[src/rtl/wb_arbiter_pkg.sv]
// Shared constants for the write-back path: requester indices and round-robin helpers.
// Decode and wb stages both import this so requester numbering stays consistent.
package wb_arbiter_pkg;
   localparam int         NREQ    = 3;
   localparam logic [1:0] SRC_ALU = 2'd0;
   localparam logic [1:0] SRC_LD  = 2'd1;
   localparam logic [1:0] SRC_MUL = 2'd2;

   // Next index in the circular search order; the last requester wraps to the first.
   function automatic logic [1:0] rr_next(input logic [1:0] idx);
      return (idx == SRC_MUL) ? SRC_ALU : idx + 2'd1;
   endfunction

   function automatic logic [1:0] onehot_idx(input logic [NREQ-1:0] g);
      return g[2] ? SRC_MUL : (g[1] ? SRC_LD : SRC_ALU);
   endfunction
endpackage

[src/rtl/wb_arbiter_if.sv]
// Requester handshake plus register-file write port of the write-back arbiter.
// slave = the arbiter; master = requesters and the register-file side.
interface wb_arbiter_if
   import wb_arbiter_pkg::*;
#(
   parameter int WIDTH = 16,
   parameter int REGW  = 3
);
   logic [NREQ-1:0]  req_valid;
   logic [NREQ-1:0]  req_ready;
   logic [WIDTH-1:0] req_data0, req_data1, req_data2;
   logic [REGW-1:0]  req_reg0,  req_reg1,  req_reg2;
   logic             stall;
   logic             flush;
   logic             wr_en;
   logic [REGW-1:0]  wr_reg;
   logic [WIDTH-1:0] wr_data;
   logic [1:0]       wr_src;

   modport slave (
      input  req_valid, req_data0, req_data1, req_data2,
             req_reg0, req_reg1, req_reg2, stall, flush,
      output req_ready, wr_en, wr_reg, wr_data, wr_src
   );

   modport master (
      output req_valid, req_data0, req_data1, req_data2,
             req_reg0, req_reg1, req_reg2, stall, flush,
      input  req_ready, wr_en, wr_reg, wr_data, wr_src
   );
endinterface

[src/rtl/wb_arbiter_rr_arb3.sv]
// Three-way round-robin grant: search starts at ptr_i and the first valid requester wins.
// Purely combinational; enable_i low forces an all-zero grant.
module rr_arb3
   import wb_arbiter_pkg::*;
(
   input  logic [NREQ-1:0] valid_i,
   input  logic [1:0]      ptr_i,
   input  logic            enable_i,
   output logic [NREQ-1:0] grant_o
);
   always_comb begin
      logic [1:0] idx;
      logic       found;
      grant_o = '0;
      found   = 1'b0;
      idx     = ptr_i;
      for (int k = 0; k < NREQ; k++) begin
         if (enable_i && !found && valid_i[idx]) begin
            grant_o[idx] = 1'b1;
            found        = 1'b1;
         end
         idx = rr_next(idx);
      end
   end
endmodule

[src/rtl/wb_arbiter.sv]
// Write-back arbiter: round-robin among ALU/load/multi-cycle results into one
// register-file write port, with a single output register that stalls and flushes.
module wb_arbiter
   import wb_arbiter_pkg::*;
#(
   parameter int WIDTH = 16,
   parameter int REGW  = 3
) (
   input  logic      clk,
   input  logic      rst,
   wb_arbiter_if.slave bus
);
   logic             wr_en_q,   wr_en_d;
   logic [REGW-1:0]  wr_reg_q,  wr_reg_d;
   logic [WIDTH-1:0] wr_data_q, wr_data_d;
   logic [1:0]       wr_src_q,  wr_src_d;
   logic [1:0]       ptr_q,     ptr_d;

   logic            hold;
   logic            arb_en;
   logic [NREQ-1:0] grant;
   logic [1:0]      gidx;

   // A pending write that the register file cannot take blocks new grants;
   // reset gates grants too so ready is low regardless of the clock.
   assign hold   = bus.stall && wr_en_q;
   assign arb_en = !rst && !bus.flush && !hold;

   rr_arb3 u_arb (
      .valid_i  (bus.req_valid),
      .ptr_i    (ptr_q),
      .enable_i (arb_en),
      .grant_o  (grant)
   );

   assign bus.req_ready = grant;
   assign gidx          = onehot_idx(grant);

   always_comb begin
      wr_en_d   = wr_en_q;
      wr_reg_d  = wr_reg_q;
      wr_data_d = wr_data_q;
      wr_src_d  = wr_src_q;
      ptr_d     = ptr_q;
      if (bus.flush) begin
         wr_en_d = 1'b0;
      end else if (hold) begin
         wr_en_d = 1'b1;
      end else if (|grant) begin
         wr_en_d  = 1'b1;
         wr_src_d = gidx;
         ptr_d    = rr_next(gidx);
         unique case (gidx)
            SRC_LD:  begin wr_reg_d = bus.req_reg1; wr_data_d = bus.req_data1; end
            SRC_MUL: begin wr_reg_d = bus.req_reg2; wr_data_d = bus.req_data2; end
            default: begin wr_reg_d = bus.req_reg0; wr_data_d = bus.req_data0; end
         endcase
      end else begin
         wr_en_d = 1'b0;
      end
   end

   always_ff @(posedge clk or posedge rst) begin
      if (rst) begin
         wr_en_q   <= 1'b0;
         wr_reg_q  <= '0;
         wr_data_q <= '0;
         wr_src_q  <= SRC_ALU;
         ptr_q     <= SRC_ALU;
      end else begin
         wr_en_q   <= wr_en_d;
         wr_reg_q  <= wr_reg_d;
         wr_data_q <= wr_data_d;
         wr_src_q  <= wr_src_d;
         ptr_q     <= ptr_d;
      end
   end

   assign bus.wr_en   = wr_en_q;
   assign bus.wr_reg  = wr_reg_q;
   assign bus.wr_data = wr_data_q;
   assign bus.wr_src  = wr_src_q;
endmodule

[src/flat_wrapper.sv]
// flat-port wrapper written by rule: the top's interface ports become plain ports
module wb_arbiter_flat import wb_arbiter_pkg::*;
#(
   parameter int WIDTH = 16,
   parameter int REGW  = 3
)
  (clk, rst, bus_req_valid, bus_req_data0, bus_req_data1, bus_req_data2, bus_req_reg0, bus_req_reg1, bus_req_reg2, bus_stall, bus_flush, bus_req_ready, bus_wr_en, bus_wr_reg, bus_wr_data, bus_wr_src);
  wb_arbiter_if #(.WIDTH(WIDTH), .REGW(REGW)) bus_i ();
  input  logic clk;
  input  logic rst;
  input wire logic [$bits(bus_i.req_valid)-1:0] bus_req_valid;
  input wire logic [$bits(bus_i.req_data0)-1:0] bus_req_data0;
  input wire logic [$bits(bus_i.req_data1)-1:0] bus_req_data1;
  input wire logic [$bits(bus_i.req_data2)-1:0] bus_req_data2;
  input wire logic [$bits(bus_i.req_reg0)-1:0] bus_req_reg0;
  input wire logic [$bits(bus_i.req_reg1)-1:0] bus_req_reg1;
  input wire logic [$bits(bus_i.req_reg2)-1:0] bus_req_reg2;
  input wire logic [$bits(bus_i.stall)-1:0] bus_stall;
  input wire logic [$bits(bus_i.flush)-1:0] bus_flush;
  output wire logic [$bits(bus_i.req_ready)-1:0] bus_req_ready;
  output wire logic [$bits(bus_i.wr_en)-1:0] bus_wr_en;
  output wire logic [$bits(bus_i.wr_reg)-1:0] bus_wr_reg;
  output wire logic [$bits(bus_i.wr_data)-1:0] bus_wr_data;
  output wire logic [$bits(bus_i.wr_src)-1:0] bus_wr_src;
  assign bus_i.req_valid = bus_req_valid;
  assign bus_i.req_data0 = bus_req_data0;
  assign bus_i.req_data1 = bus_req_data1;
  assign bus_i.req_data2 = bus_req_data2;
  assign bus_i.req_reg0 = bus_req_reg0;
  assign bus_i.req_reg1 = bus_req_reg1;
  assign bus_i.req_reg2 = bus_req_reg2;
  assign bus_i.stall = bus_stall;
  assign bus_i.flush = bus_flush;
  assign bus_req_ready = bus_i.req_ready;
  assign bus_wr_en = bus_i.wr_en;
  assign bus_wr_reg = bus_i.wr_reg;
  assign bus_wr_data = bus_i.wr_data;
  assign bus_wr_src = bus_i.wr_src;
  wb_arbiter #(.WIDTH(WIDTH), .REGW(REGW)) u_core (.clk(clk), .rst(rst), .bus(bus_i));
endmodule
[config.mk]
export PLATFORM = sky130hd
export DESIGN_NAME = wb_arbiter_flat
export DESIGN_NICKNAME = d
export VERILOG_FILES = /design/src/rtl/wb_arbiter_pkg.sv /design/src/rtl/wb_arbiter_if.sv /design/src/rtl/wb_arbiter_rr_arb3.sv /design/src/rtl/wb_arbiter.sv /design/src/flat_wrapper.sv
export SDC_FILE = /design/constraint.sdc
export NUM_CORES = 1
export LEC_CHECK = 0
export ABC_CLOCK_PERIOD_IN_PS = 3460
export BUFFER_PORTS_ARGS = -buffer_cell sky130_fd_sc_hd__buf_4
export CORE_ASPECT_RATIO = 0.75
export CORE_MARGIN = 2
export CORE_UTILIZATION = 42
export DETAILED_ROUTE_END_ITERATION = 7
export GPL_TIMING_DRIVEN = 0
export PLACE_DENSITY = 0.82
export SLEW_MARGIN = 10
export SYNTH_ARGS = -nofsm -noshare
export SYNTH_HDL_FRONTEND = slang
export SYNTH_SLANG_ARGS = --single-unit
export TNS_END_PERCENT = 30
[constraint.sdc]
create_clock -name clk -period 3.46 [get_ports clk]
set_input_delay 0 -clock clk [delete_from_list [all_inputs] [get_ports clk]]
set_output_delay 0 -clock clk [all_outputs]
set_load 0.005 [all_outputs]
==> metrics.md <==
| Metric | Value |
|---|---|
| Outcome | complete, no violations |
| CTS Root Cell | clkbuf_8 |
| Die Span X | 69.0 um |
| P per Cell Area | 490 mW/mm^2 |
| M3 GR Usage | 0.0495 |
| Mapped Cells | 146 |
| VDD IR-drop max | 0.397 mV |
| I/O Buffers | 88 |
| Clock tree from TritonCTS | built |
| Via Count | between 1,500 and 2,000 |
| CP bufs+invs | 1 |
| Slack of the worst reg-to-reg path | 1.65 ns |
| CP max-delay cell | a211oi_2 |
| Power, Total | around 1.0 mW |
| Post-Route Skew | around 0.0016 ns |
| Core Util, Final | 0.710 |
| Antenna Nets Post-Route | 0 |
| # Max-Cap Violations | 0 |
| Leakage Power | 0.971 nW |
| Global routing's busiest layer | met2 |
| GR Util met1 | 0.328 |
| Hold crit path type | primary input to flip-flop |
| Gr usage total | 0.262 |
| Post-synthesis register bit count | 23 |
| Post-layout min period | 1.81 ns |
| Initial Utilization | 0.446 |
| Net count, final | roughly 310 |
| Hold path cells | 3 |
| Top-area cell type share of the netlist area | 0.433 |
| Worst setup margin | 1.65 ns |
| Worst EP required | 3.63 ns |
| Register area share after synthesis | 0.433 |
| Initial DRC Count | 123 |
| Initial antenna violation count | 0 |
| FF-to-FF End | u_core.bus.wr_reg[1] |
| CTS buffer count | 3 |
| CP startpoint kind | flip-flop |
| Critical-path cell list | a211oi_2, o31a_1, buf_2, nor2_1, a31oi_1 |
| Critical path capture point type | flip-flop |
| Met2 Track Usage GR | 0.458 |
| Post-Syn Area | 0.00133 mm^2 |
| First-pass GRT wire length | 7100 um |
| Distinct cell type count after synthesis | 26 |
| Clock slew at reported path FFs | 0.08 ns |
| Synthesized Nets | 210 |
| CTS max path bufs | 2 |
| Period utilization | 0.523 |
| Die area | 0.00363 mm^2 |
| Wirelength per Cell | 16.1 um |
| Worst-Skew Late Latency | 0.26 ns |
| H-tree levels | 1 |
| Setup TNS | 0 ns |
| WL final | 4490 um |
| Gpl congestion | 0.850 |
| Residual DRC count | 0 |
| Cell Rows | 17 |
| Achievable Freq | 0.553 GHz |
| Largest area contributor in the netlist | dfrtp_1 |
| Commonest cells after routing, fill and taps aside | 90 x buf_4, 23 x dfrtp_1, 20 x nor2_1, 20 x a31oi_1 |
| Avg Cell Area, Syn | 9.10 um^2 |
| WP data arrival | approximately 2 ns |
| Hold Crit Start | bus_req_data2[1] |
| Syn. warnings | 0 |
| Worst-path fanout max | 10 |
| Share of layout cells above drive strength 1 | 0.448 |
| Vias in the first global route | 1,542 |
| Worst Setup Path Type | flip-flop to flip-flop |
| Post-place setup slack | about 1.7 ns |
| # Post-CTS Setup Buffers | 0 |
| ANT cells | 0 |
| Via-per-instance ratio | roughly 5.6 |
| Hold-critical path endpoint | u_core.bus.wr_data[1] |
| Worst slew pin tran | 0.872 ns |
| Die Ht | 52.7 um |
| Leading cell type in the layout, fill and taps excluded | buf_4 |
| Reg2Reg Depth | 5 |
| Reg2reg start | u_core.bus.wr_en |
| Top Ports | 89 |
| Setup Viol. Count Final | 0 |
| RSZ-0062 raised after global routing | no |
| Clock sink count | 23 |
| Slew HR | 0.418 |
| Area contributors post-synth | dfrtp_1 43%, a32oi_1 13%, a31oi_1 9.4% |
| Post-DP HPWL | 3520 um |
| Slew Limit Fails | 0 |
| TritonRoute pass-1 iters | 4 |
| Area growth syn-to-layout | 59.0% |
| Grt total ovfl | 0 |
| CP peak stage delay | 0.50 ns |
| Largest net degree at the start of global routing | 24 |
| CTS resizes | 0 |
| Number of flip-flops in the largest register | 16 |
| Minimum hold slack | 0.00283 ns |
| Core Footprint | a little under 0.003 mm^2 |
| Hold Vio Cnt, Final | 0 |
| CP delay by family, top | compound AO/OA/AOI/OAI gates |
-- cell type report --
class	count	area, um^2
fill	257	865
timing repair buffer	91	691
multi-input combinational	104	649
sequential	23	576
buffer	16	92.6
tap	38	47.5
clock buffer	3	41.3
inverter	3	11.3
clock inverter	1	5.00
-- layer usage --
metal / share of wire / wire (um) / vias up
met5: 0 / 0 / -
met4: 0.014 / 65 / 0
met3: 0.045 / 201 / 6
met2: 0.51 / 2310 / 46
met1: 0.43 / 1920 / 765
li1: - / - / 750
-- cells by family (layout without fill, tap and decap cells) --
| group | after synthesis | after routing | share of synthesized area |
|---|---|---|---|
| AOI/OAI and AO/OA | 53 | 53 | 0.309 |
| buffers and inverters | 19 | 114 | 0.0781 |
| DFF | 23 | 23 | 0.433 |
| and+or+nand+nor | 51 | 51 | 0.180 |
-- cells in the mapped netlist (all sizes together) --
master  count
dfrtp      23
a31oi      20
nor2       20
a32oi      19
nand3      19
buf        14
nand2       4
o21ai       4
inv         3
nor2b       3
a21boi      2
a21oi       2
and3        2
clkbuf      2
a211oi      1
and2b       1
nand2b      1
o2111a      1
o211ai      1
o21bai      1
o221ai      1
o31a        1
or3b        1
-- worst max path at each step --
stage                startpoint               endpoint  slack, ns  cells after the start
3_3_place_gp   u_core.bus.wr_en   u_core.bus.wr_reg[0]       1.81                      5
5_1_grt        u_core.bus.wr_en   u_core.bus.wr_reg[0]       1.49                      5
3_5_place_dp   u_core.bus.wr_en  u_core.bus.wr_data[9]       1.71                      5
6_report       u_core.bus.wr_en   u_core.bus.wr_reg[1]       1.65                      5
2_1_floorplan   u_core.ptr_q[1]  u_core.bus.wr_data[6]       1.97                      6
4_1_cts        u_core.bus.wr_en  u_core.bus.wr_data[9]       1.69                      5
-- worst register-to-register path, cell delays in order (launching register included) --
cell and delay [ns]:
dfrtp_1 0.41, a211oi_2 0.50, o31a_1 0.29, buf_2 0.25, nor2_1 0.07, a31oi_1 0.20
-- report_power, final --
| group | internal, mW | switching (mW) |
|---|---|---|
| Clock | 0.0804 | 0.0864 |
| Combinational | 0.247 | 0.235 |
| Sequential | 0.339 | 0.0471 |
-- per-stage QoR --
stage	area [um^2]	instances
2_1_floorplan	1330	146
3_3_place_gp	2040	272
3_5_place_dp	2040	272
4_1_cts	2110	279
5_1_grt	2110	279
6_report	2110	279
-- timing repair --
item | CTS | global route
endpoints found under the setup margin | 0 | 0
hold endpoints to repair | 25 | 0
hold buffers | 3 | 0
Power figures use the tool's default switching activity.
